## config.mk

```make
export PLATFORM = sky130hd
export DESIGN_NAME = seq_detect_param
export DESIGN_NICKNAME = d
export VERILOG_FILES = /design/src/rtl/seq_det_pkg.sv /design/src/rtl/seq_det_window.sv /design/src/rtl/seq_detect_param.sv
export SDC_FILE = /design/constraint.sdc
export NUM_CORES = 1
export LEC_CHECK = 0
export CAP_MARGIN = 20
export CORE_MARGIN = 2
export CORE_UTILIZATION = 47
export DETAILED_ROUTE_END_ITERATION = 12
export PLACE_DENSITY = 0.74
export RECOVER_POWER = 25
export SLEW_MARGIN = 20
export SYNTH_ARGS = -nofsm -noshare
export SYNTH_HDL_FRONTEND = slang
export SYNTH_SLANG_ARGS = --single-unit
```

## constraint.sdc

```tcl
create_clock -name clk -period 1.85 [get_ports clk]
set_input_delay 0.185 -clock clk [delete_from_list [all_inputs] [get_ports clk]]
set_output_delay 0.185 -clock clk [all_outputs]
set_load 0.005 [all_outputs]
```

## src/rtl/seq_det_pkg.sv

```systemverilog
// Shared definitions for the parametrised serial-pattern detector:
// FSM state encodings, default reset pattern/length and the length-field width helper.
package seq_det_pkg;

    // FSM state encodings (2-bit, legacy-compatible constants)
    localparam logic [1:0] S_FILL  = 2'd0;
    localparam logic [1:0] S_RUN   = 2'd1;
    localparam logic [1:0] S_MATCH = 2'd2;

    // Shared defaults: 4-bit pattern 1010, first received bit is the MSB
    localparam int         DEF_PAT_W   = 4;
    localparam logic [3:0] DEF_RST_PAT = 4'b1010;
    localparam int         DEF_RST_LEN = 4;

    // Width of a field able to hold any length 0..pat_w
    function automatic int len_w(input int pat_w);
        return $clog2(pat_w + 1);
    endfunction

endpackage

```

## src/rtl/seq_det_window.sv

```systemverilog
// History shift register plus length-masked comparator for seq_detect_param.
// hit is combinational: it reports whether the window formed by the stored history
// and the bit currently presented on bit_in equals the low len bits of pat.
module seq_det_window
    import seq_det_pkg::*;
#(
    parameter int PAT_W = DEF_PAT_W,
    parameter int LEN_W = len_w(PAT_W)
) (
    input  logic             clk,
    input  logic             rst,
    input  logic             clr,
    input  logic             shift_en,
    input  logic             bit_in,
    input  logic [PAT_W-1:0] pat,
    input  logic [LEN_W-1:0] len,
    output logic             hit
);

    // Only PAT_W-1 past bits are kept: the longest window is those bits plus
    // the bit being sampled now, so an older bit could never take part in a compare.
    logic [PAT_W-2:0] hist_r;
    logic [PAT_W-1:0] window_s;
    logic [PAT_W-1:0] mask_s;

    // Candidate window and the mask selecting its low len bits
    always_comb begin
        window_s = {hist_r, bit_in};
        mask_s   = ~({PAT_W{1'b1}} << len);
        hit      = ((window_s & mask_s) == (pat & mask_s));
    end

    // Shift in accepted bits; a legal reconfiguration empties the history
    always_ff @(posedge clk or posedge rst) begin
        if (rst) begin
            hist_r <= '0;
        end else if (clr) begin
            hist_r <= '0;
        end else if (shift_en) begin
            hist_r <= window_s[PAT_W-2:0];
        end else begin
            hist_r <= hist_r;
        end
    end

endmodule

```

## src/rtl/seq_detect_param.sv

```systemverilog
// Parametrised Moore serial-pattern detector.
// Pattern, length (2..PAT_W) and overlap mode are programmable at run time via cfg_we.
// out is a registered one-cycle flag per match, asserted the cycle after the last
// pattern bit is sampled. Optional feature: define SEQ_DET_COUNT_EN to add the
// saturating match_cnt output (width CNT_W).
module seq_detect_param
    import seq_det_pkg::*;
#(
    parameter int               PAT_W   = DEF_PAT_W,
    parameter logic [PAT_W-1:0] RST_PAT = PAT_W'(DEF_RST_PAT),
    parameter int               RST_LEN = DEF_RST_LEN
`ifdef SEQ_DET_COUNT_EN
    ,
    parameter int               CNT_W   = 8
`endif
) (
    input  logic                         clk,
    input  logic                         rst,
    input  logic                         in_valid,
    input  logic                         in,
    input  logic                         cfg_we,
    input  logic [PAT_W-1:0]             cfg_pat,
    input  logic [$clog2(PAT_W+1)-1:0]   cfg_len,
    input  logic                         cfg_ovl,
    output logic                         cfg_err,
`ifdef SEQ_DET_COUNT_EN
    output logic                         out,
    output logic [CNT_W-1:0]             match_cnt
`else
    output logic                         out
`endif
);

    localparam int               LEN_W   = len_w(PAT_W);
    localparam logic [LEN_W-1:0] LEN_MIN = LEN_W'(2);
    localparam logic [LEN_W-1:0] LEN_MAX = LEN_W'(PAT_W);

    logic [PAT_W-1:0] pat_r;
    logic [LEN_W-1:0] len_r;
    logic             ovl_r;
    logic [LEN_W-1:0] fill_r;
    logic [LEN_W-1:0] fill_n_s;
    logic [LEN_W-1:0] fill_inc_s;
    logic [1:0]       state_r;
    logic [1:0]       state_n_s;
    logic             out_r;
    logic             cfg_err_r;
    logic             cfg_legal_s;
    logic             cfg_ok_s;
    logic             take_s;
    logic             hit_s;

    // Config qualification; a bit arriving with a legal reconfiguration is dropped
    always_comb begin
        cfg_legal_s = (cfg_len >= LEN_MIN) && (cfg_len <= LEN_MAX);
        cfg_ok_s    = cfg_we && cfg_legal_s;
        take_s      = in_valid && !cfg_ok_s;
        fill_inc_s  = fill_r + LEN_W'(1);
    end

    seq_det_window #(
        .PAT_W (PAT_W),
        .LEN_W (LEN_W)
    ) u_window (
        .clk      (clk),
        .rst      (rst),
        .clr      (cfg_ok_s),
        .shift_en (take_s),
        .bit_in   (in),
        .pat      (pat_r),
        .len      (len_r),
        .hit      (hit_s)
    );

    // Next-state and fill-count logic
    always_comb begin
        state_n_s = state_r;
        fill_n_s  = fill_r;
        if (cfg_ok_s) begin
            state_n_s = S_FILL;
            fill_n_s  = '0;
        end else begin
            case (state_r)
                S_FILL: begin
                    if (take_s) begin
                        if (fill_inc_s >= len_r) begin
                            // This bit completes the first full window, so it is compared
                            fill_n_s  = len_r;
                            state_n_s = hit_s ? S_MATCH : S_RUN;
                        end else begin
                            fill_n_s  = fill_inc_s;
                            state_n_s = S_FILL;
                        end
                    end else begin
                        fill_n_s  = fill_r;
                        state_n_s = S_FILL;
                    end
                end
                S_RUN: begin
                    fill_n_s  = fill_r;
                    state_n_s = (take_s && hit_s) ? S_MATCH : S_RUN;
                end
                S_MATCH: begin
                    if (ovl_r) begin
                        fill_n_s  = fill_r;
                        state_n_s = (take_s && hit_s) ? S_MATCH : S_RUN;
                    end else begin
                        // Non-overlapping: only bits after the match may form the next window
                        fill_n_s  = take_s ? LEN_W'(1) : LEN_W'(0);
                        state_n_s = S_FILL;
                    end
                end
                default: begin
                    fill_n_s  = '0;
                    state_n_s = S_FILL;
                end
            endcase
        end
    end

    // Configuration, FSM and registered status outputs
    always_ff @(posedge clk or posedge rst) begin
        if (rst) begin
            pat_r     <= RST_PAT;
            len_r     <= LEN_W'(RST_LEN);
            ovl_r     <= 1'b1;
            fill_r    <= '0;
            state_r   <= S_FILL;
            out_r     <= 1'b0;
            cfg_err_r <= 1'b0;
        end else begin
            if (cfg_ok_s) begin
                pat_r <= cfg_pat;
                len_r <= cfg_len;
                ovl_r <= cfg_ovl;
            end else begin
                pat_r <= pat_r;
                len_r <= len_r;
                ovl_r <= ovl_r;
            end
            fill_r    <= fill_n_s;
            state_r   <= state_n_s;
            out_r     <= (state_n_s == S_MATCH);
            cfg_err_r <= cfg_we && !cfg_legal_s;
        end
    end

    assign out     = out_r;
    assign cfg_err = cfg_err_r;

`ifdef SEQ_DET_COUNT_EN
    logic [CNT_W-1:0] cnt_r;

    // Saturating count of out pulses; cleared by a legal reconfiguration
    always_ff @(posedge clk or posedge rst) begin
        if (rst) begin
            cnt_r <= '0;
        end else if (cfg_ok_s) begin
            cnt_r <= '0;
        end else if ((state_n_s == S_MATCH) && (cnt_r != {CNT_W{1'b1}})) begin
            cnt_r <= cnt_r + CNT_W'(1);
        end else begin
            cnt_r <= cnt_r;
        end
    end

    assign match_cnt = cnt_r;
`endif

endmodule

```

### Yosys cells after proc, flatten, opt, wreduce, memory -nomap -nowiden

Cells that the tools add are included.

| word-level totals | value |
|---|---|
| bits of input ports | 13 |
| register bits | 18 |
| output and inout bits | 2 |
| word-level logic and storage cells | 48 |

| cells by class | value |
|---|---|
| magnitude comparators | 3 |
| multiplexer cells | 15 |
| bitwise gates (word level) | 3 |
| reduce and logical (&&, ||, !) cells | 10 |
| add/subtract/negate cells | 1 |
| shift operators | 1 |
| eq/ne operators | 7 |

Operator list:

| kind | number |
|---|---|
| two-way mux 3 bit | 6 |
| two-way mux 2 bit | 6 |
| case mux 3 bit (3 select lines) | 1 |
| bitwise AND 4 bit | 2 |
| != test 3 bit (second input constant) | 2 |
| case mux 2 bit (3 select lines) | 1 |
| logical AND 1 bit | 5 |
| == test 2 bit (second input constant) | 2 |
| == test 4 bit | 1 |
| inverter 4 bit | 1 |
| << shifter 4 x 3 -> 4 bit (first input constant) | 1 |
| adder 3 x 1 -> 3 bit (second input constant) | 1 |
| >= comparator 3 x 2 -> 1 bit (second input constant) | 1 |
| >= comparator 3 bit | 1 |
| less-or-equal comparator 3 bit (second input constant) | 1 |
| AND reduction 3 bit | 1 |
| == test 2 x 1 -> 1 bit (second input constant) | 1 |
| zero test 1 bit | 2 |
| zero test 2 bit | 1 |
| != test 2 bit (second input constant) | 1 |
| nonzero test 2 bit | 1 |
| two-way mux 1 bit | 1 |

### Longest topological paths before layout

Gate-level depths: netlist (run 1).

| logic depth | value |
|---|---|
| word-level depth | 11 |
| gate-level depth with buffers | 8 |

### Modules after synthesis

Synthesis (run 1) repeated with hierarchy kept, for this count alone.

| unflattened totals | value |
|---|---|
| cell total of the unflattened synthesis | 97 |
| area, all modules | 1009.7 um2 |

By module, submodules not included:

| module | area an instance (um2) | sequential area each (um2) | instances | cells each |
|---|---|---|---|---|
| seq_detect_param | 823.3 | 380.4 | 1 | 78 |
| seq_det_window | 186.4 | 75.1 | 1 | 19 |

### Worst setup path after synthesis (run 1)

OpenSTA, ideal clock, no wires.

| path | value |
|---|---|
| path type | reg-to-reg |
| from | reg fill_r[0] |
| to | reg fill_r[1] |
| data arrival time | 1.861 ns |
| data required time | 1.729 ns |
| slack | -0.132 ns |
| cell stages (with the launch flop) | 9 |
| cell sequence | dfrtp_1 ha_1 xor2_1 ha_1 nand2_1 o21ai_4 mux2_2 a22oi_1 nor2_1 |

| on the way | value |
|---|---|
| cells in the longest elaborated chain, start to end | 6 |

RTL lines:

| item | RTL line | RTL |
|---|---|---|
| from (decl) | seq_detect_param.sv:41 | `logic [LEN_W-1:0] fill_r;` |
| from (signal assigned) | seq_detect_param.sv:141 | `fill_r <= fill_n_s;` |
| adder 3 x 1 -> 3 bit (*) | seq_detect_param.sv:58 | `fill_inc_s = fill_r + LEN_W'(1);` |
| >= comparator 3 bit | seq_detect_param.sv:86 | `if (fill_inc_s >= len_r) begin` |
| two-way mux 3 bit (*) | seq_detect_param.sv:86 |  |
| two-way mux 3 bit (*) | seq_detect_param.sv:85 | `if (take_s) begin` |
| case mux 3 bit (3 select lines) (*) | seq_detect_param.sv:83 | `case (state_r)` |
| two-way mux 3 bit (*) | seq_detect_param.sv:79 | `if (cfg_ok_s) begin` |

Mark *: on every way between the ends. The rest lies on a longest branch, timed or not. The select of a mux whose other input is x is not followed.
A chain may end at the register's enable or synchronous reset.

### Worst setup path in the final report (run 1)

Same ends and word-level chain as after synthesis.

==> metrics, run 1 <==
Antenna Nets Post-Route 0; clock buffer count from CTS 3; drt wl/cell 11.9 um; type of element launching the critical path register; destination of the worst hold path ovl_r$_DFFE_PP1P_; largest net degree at the start of global routing 19; number of H-tree levels 1; transition at the pin with the smallest max-transition slack 0.683 ns; final instance area 1250 um2; EDFF count, synth 0; share of Yosys cell area claimed by the top area cell type 35.0%; initial antenna violation count 0; sequential element share of the synthesized area 45.6%; leakage power of the design 0.592 nW; synthesized flop and latch total 18; Max rail drop VDD 0.649 mV; I/O Pins 15; Initial Utilization approximately half; via count of the first global-routing pass 753; data arrival time at the worst-slack endpoint 2.12 ns; required time worst endpoint 2.04 ns; Final HPWL DP 1.40 mm; cell accounting for the most synthesized area dfrtp_1; die area around 2500 um2; PnR worst setup slack -0.0782 ns; floorplan die height approximately 50 um; Synth Area per Inst 9.71 um2; diodes inserted 0; drt via density 5.02; Yosys cell types 33; CTS tree built; number of failing hold endpoints at the final stage 0; routability congestion estimate from global placement 0.843; Slew HR 54.4%; status finished with violations; DRT Wirelength approximately 1.8 mm; final hold slack 0.386 ns; count of mapped cells out of synthesis ~100; final setup violation count 3; number of hold buffers added after cts 0; total of buffers placed on input and output ports 14; post-synthesis instance area 1000 um2; Power per Cell Area 1200 nW/um2; ys flop type dfrtp_1; multi-input combinational cell area between 500 and 600 um2; critical hold path startpoint cfg_ovl; count of vias placed by the detailed router 773; max-cap violation count 0; async set-or-reset flop fraction in the synthesized netlist 100%; biggest fanout along the worst timing path 8; Synth Warn # 0; 1st-iter DRT viols 11; final cell count without fillers about 150; global-route total usage across every layer about 18%; Die W between 50 and 60 um; top cells by count, synth nand2_1 (24), dfrtp_1 (14), nor2_1 (8); core region area 1980 um2; Clock Path Buffers 2; total overflow reported by the global router 0; Area growth, synth to finish 25.4%; reg-to-reg slack, setup -0.08 ns; post-placement cell count approximately 150; total number of nets in the final design about 150; row count 16; fin crit share 104%; Crit Reg-Reg Startpoint fill_r[0]$_DFFE_PP0P_; first-pass GRT wire length around 3.3 mm; ordered cell list for the critical path ha_2 -> xor2_1 -> ha_1 -> nand2_2 -> o21ai_4 -> mux2_4 -> a22oi_2 -> nor2_1; most frequent cell after synthesis nand2_1; cell type of the slowest stage on the worst timing path dfrtp_1; area occupied by registers 455 um2; f_max around 520 MHz; register clock-pin slew on the reported worst setup and hold paths 0.11 ns; FF-to-FF End fill_r[1]$_DFFE_PP0P_; Worst path max stage delay 0.40 ns; cell area reported after detailed placement 1200 um2; number of clock sinks 18; iteration count of the initial detailed-routing pass 3; number of filler cells placed in the layout between 150 and 200; endpoint kind of the worst setup timing path register; number of nets in the synthesized netlist 120; final core utilization 63.3%; clock insertion delay at the later pin of the skew report 0.29 ns; Hold Path Cell Cnt 3; minimum clock period after layout 1.93 ns; proportion of layout cells with a drive suffix above 1 21.3%; violated checks negative setup slack; type of the setup path with the least slack register to register; main area contributors after synthesis dfrtp_1 (35%), dfstp_2 (11%), nand2_1 (9.0%); classification of the worst-slack hold path input pin to register; number of pins exceeding their max-slew limit in the final report 0; worst clock skew 0.0128 ns; Worst Reg2Reg Path Length in Cells 8; RSZ-0062 raised after global routing true; cell at the root of the clock tree clkbuf_4; number of remaining DRC errors 0
## worst max-delay path: cells and delay by family, from the launching register on
kind	cells	cell delay, ns
mux	1	0.32
xor+xnor	1	0.14
flops	1	0.40
fa+ha+maj	2	0.51
simple gates	2	0.13
compound gates	2	0.32
## logic make-up after synthesis
group,share of synthesized area (%)
compound gates,15.1
xor+xnor,4.38
fa+ha+maj,5.01
buf+inv,4.25
flops,45.6
mux,6.13
simple gates,19.5
## where the power goes
group          total, W  switching, W  internal (W)
logic          0.000744      0.000342      0.000402
registers      0.000560     0.0000736      0.000486
clock network  0.000200      0.000116     0.0000838
## worst max-delay path by stage
stage / start / to / slack [ns] / depth (start not counted)
3_5_place_dp: fill_r[1]$_DFFE_PP0P_ / fill_r[1]$_DFFE_PP0P_ / -0.14 / 8
5_1_grt: fill_r[1]$_DFFE_PP0P_ / fill_r[1]$_DFFE_PP0P_ / -0.18 / 8
4_1_cts: fill_r[0]$_DFFE_PP0P_ / fill_r[1]$_DFFE_PP0P_ / -0.09 / 8
3_3_place_gp: fill_r[1]$_DFFE_PP0P_ / fill_r[1]$_DFFE_PP0P_ / -0.09 / 8
2_1_floorplan: fill_r[0]$_DFFE_PP0P_ / fill_r[1]$_DFFE_PP0P_ / -0.08 / 8
6_report: fill_r[0]$_DFFE_PP0P_ / fill_r[1]$_DFFE_PP0P_ / -0.08 / 8
## flip-flops by register name, summed over array words and instances, names as in the netlist
register and flops:
cfg_err 1, state_r 2, ovl_r 1, fill_r 3
u_window.hist_r 3, pat_r 4, out 1, len_r 3
## cells in the final DEF (no fill, tap or decap), types with 3 or more instances in the layout
master	count
nand2_1	23
dfrtp_1	14
clkdlybuf4s50_1	13
buf_4	9
nor2_1	8
a21oi_1	7
mux2i_1	5
inv_1	4
xnor2_1	4
dfstp_2	4
o21ai_0	3
ha_1	3
clkbuf_4	3
## layout make-up
cell class | count | area share, %
Clock buffer | 4 | 2.10
Inverter | 4 | 1.20
Multi-Input combinational cell | 78 | 41.1
Sequential cell | 18 | 36.3
Tap cell | 27 | 2.69
Timing Repair Buffer | 23 | 16.6
## metal layers
layer | GRT usage (%) | wire [um] | up-vias
met1 | 22.4 | 879 | 349
met5 | 0 | 0 | -
met3 | 3.64 | 75 | 5
met2 | 28.1 | 835 | 15
li1 | - | - | 404
met4 | 8.33 | 40 | 0
## what timing repair did
action,CTS,global route
gates resized for setup,2,0
pin swaps,6,1
endpoints found under the setup margin,3,5
setup buffers,3,0
## through the flow
step | power (W) | setup TNS, ns | setup WS (ns)
floorplan | 0.00108 | -0.0779 | -0.0779
CTS | 0.00152 | -0.101 | -0.0910
detailed placement | 0.00125 | -0.164 | -0.138
global placement | 0.00122 | -0.0941 | -0.0941
global route | 0.00162 | -0.562 | -0.175
finish | 0.00150 | -0.0825 | -0.0782
Power figures use the tool's default switching activity.
==> run 2, diff against run 1 <==
- ABC_AREA: not set -> 1
- GPL_TIMING_DRIVEN: not set -> 0
==> run 2 against run 1 <==
The run now ends clean. Count of clock-buffer cells in the layout did not move. Register-to-register slack gained 0.15 ns. Critical path depth shrank 1. Largest cell class unchanged. Largest power group unchanged. Highest routed layer unchanged.
==> metrics, run 2 <==
status completed; max reg flops 4 (unchanged); Area growth, synth to finish 25.1%; met3 Resource Use GR 1.79% (-1.9 points); routability congestion estimate from global placement 0.775 (-8.1%); EDFF count, synth 0 (unchanged); main area contributors after synthesis dfrtp_1 (35%), nand2_1 (12%), dfstp_2 (10%); Power per Cell Area 1220 nW/um2 (+2.0%); global-route total usage across every layer 18.9% (+1.3 points); async set-or-reset flop fraction in the synthesized netlist 100% (unchanged); Crit Reg-Reg Startpoint fill_r[0]$_DFFE_PP0P_; leading cell type in the layout, fill and taps excluded nand2_1; via count of the first global-routing pass 866 (+15%); DRT Wirelength 2.08 mm (+14%); most frequent cell after synthesis nand2_1; Max rail drop VDD 0.822 mV (+27%); reg-to-reg slack, setup 0.07 ns (+0.15 ns); met1 Use GR 25.2% (+2.9 points); iteration count of the initial detailed-routing pass 4 (+1); largest net degree at the start of global routing 19 (unchanged); data arrival time at the worst-slack endpoint 1.98 ns (-0.14 ns); required time worst endpoint 2.05 ns (about the same); I/O Pins 15 (unchanged); post-placement cell count 169 (+15%); Worst Reg2Reg Path Length in Cells 7 (-1); initial antenna violation count 0 (unchanged); Hold Path Cell Cnt 3 (unchanged); ys flop type dfrtp_1; Slew HR 54.4% (about the same); core region area 1980 um2 (unchanged); most frequent cells in the layout nand2_1 (33), inv_1 (20), dfrtp_1 (14); f_max 561 MHz (+8.2%); floorplan die height 50.3 um (+0.34%); endpoint kind of the worst setup timing path register; number of failing hold endpoints at the final stage 0 (unchanged); leakage power of the design 0.615 nW (+3.9%); total of buffers placed on input and output ports 14 (unchanged); 1st-iter DRT viols 24 (+13); number of H-tree levels 1 (unchanged); number of nets in the synthesized netlist 145 (+21%); Clock Path Buffers 2 (unchanged); die area 2530 um2 (+0.68%); drt wl/cell 11.9 um (+0.17%); share of Yosys cell area claimed by the top area cell type 34.8% (-0.26 points); number of hold buffers added after cts 0 (unchanged); register clock-pin slew on the reported worst setup and hold paths 0.11 ns (about the same); synthesized flop and latch total 18 (unchanged); worst clock skew 0.00948 ns (-0.00327 ns); proportion of layout cells with a drive suffix above 1 17.6% (-3.7 points); Initial Utilization 50.8% (+0.38 points); critical hold path startpoint cfg_ovl; first-pass GRT wire length 3.64 mm (+12%); number of pins exceeding their max-slew limit in the final report 0 (unchanged); CTS tree built; Synth Area per Inst 7.87 um2 (-19%); top cells by count, synth nand2_1 (33), inv_1 (20), dfrtp_1 (14); transition at the pin with the smallest max-transition slack 0.683 ns (+0.000160 ns); Antenna Nets Post-Route 0 (unchanged); drt via density 5.17 (+3.0%); classification of the worst-slack hold path input pin to register; number of clock sinks 18 (unchanged); final cell count without fillers 175 (+14%); fin crit share 96.3% (-7.9 points); type of the setup path with the least slack register to register; RSZ-0062 raised after global routing false; Final HPWL DP 1.47 mm (+5.1%); final setup violation count 0 (-3); type of element launching the critical path register; max-cap violation count 0 (unchanged); gr busiest metal met2; total overflow reported by the global router 0 (unchanged); diodes inserted 0 (unchanged); number of remaining DRC errors 0 (unchanged); row count 16 (unchanged); Synth Warn # 0 (unchanged); cell at the root of the clock tree clkbuf_4; cell accounting for the most synthesized area dfrtp_1; minimum clock period after layout 1.78 ns (-0.146 ns); M2 GR Usage 30.5% (+2.4 points); clock insertion delay at the later pin of the skew report 0.30 ns (about the same); post-layout power 0.00154 W (+2.5%); biggest fanout along the worst timing path 6 (-2); post-synthesis instance area 1010 um2 (+0.75%); count of mapped cells out of synthesis 128 (+24%); total number of nets in the final design 166 (+14%); Yosys cell types 22 (-33%); startpoint of the most critical setup path fill_r[0]$_DFFE_PP0P_; Die W 50.3 um (+0.34%); clock buffer count from CTS 3 (unchanged); sequential element share of the synthesized area 45.2% (-0.34 points); largest reg by FF count pat_r; count of vias placed by the detailed router 905 (+17%)
[run 2: layout make-up]
cell class                 count  area, um2
tap                           27       33.8
timing repair buffer          16        155
sequential                    18        455
buffer                         1       11.3
fill                         164        722
multi-input combinational     87        495
inverter                      22       82.6
clock buffer                   4       26.3
[run 2: what timing repair did]
action | in CTS | in global routing
gates resized for setup | 2 | 5
pin swaps | 0 | 4
endpoints found under the setup margin | 6 | 6
buffers inserted | 0 | 2
[run 2: routing by layer]
layer	up-vias	share of wire [%]
met4	0	2.4
met1	423	46
li1	453	-
met3	5	4.0
met2	24	47
met5	-	0
[run 2: power by group]
group,total [W],leakage [nW],internal [W],switching [W]
clock network,0.000209,0.0150,0.0000841,0.000125
registers,0.000551,0.221,0.000489,0.0000611
logic,0.000782,0.379,0.000341,0.000441
total,0.00154,0.615,0.000915,0.000627
[run 2: final timing paths]
| check | endpoint |
|---|---|
| worst max-delay path | out$_DFF_PP0_ |
| worst min-delay path | ovl_r$_DFFE_PP1P_ |
| worst max register to register | out$_DFF_PP0_ |
| worst min register to register | ovl_r$_DFFE_PP1P_ |
| max in group asynchronous | u_window.hist_r[2]$_DFFE_PP0P_ |
| min in group asynchronous | len_r[0]$_DFFE_PP0P_ |
[run 2: worst max-delay path, stage by stage, from the launching register on]
cell	delay (ns)
dfrtp_1	0.42
ha_2	0.20
xor2_2	0.22
ha_4	0.25
a21oi_4	0.15
nand3_2	0.15
a21oi_2	0.22
nor2_1	0.07
[run 2: cell families (layout without fill, tap and decap cells)]
| family | after synthesis | after routing | share of synthesized area (%) |
|---|---|---|---|
| fa+ha+maj | 4 | 4 | 4.97 |
| simple gates | 58 | 58 | 26.8 |
| flops | 18 | 18 | 45.2 |
| buf+inv | 23 | 43 | 9.32 |
| compound gates | 24 | 24 | 12.8 |
| xor+xnor | 1 | 1 | 0.870 |
[run 2: stage by stage]
step                worst slack (ns)  instance area [um2]  hold slack (ns)  setup TNS, ns  utilization [%]
finish                        0.0680                 1260            0.375              0             63.6
detailed placement           -0.0589                 1180            0.467         -0.169             59.6
global placement             -0.0253                 1180            0.467        -0.0753             59.6
floorplan                      0.111                 1010            0.121              0                -
CTS                          0.00253                 1210            0.313              0             61.3
global route                 0.00589                 1260            0.428              0             63.6
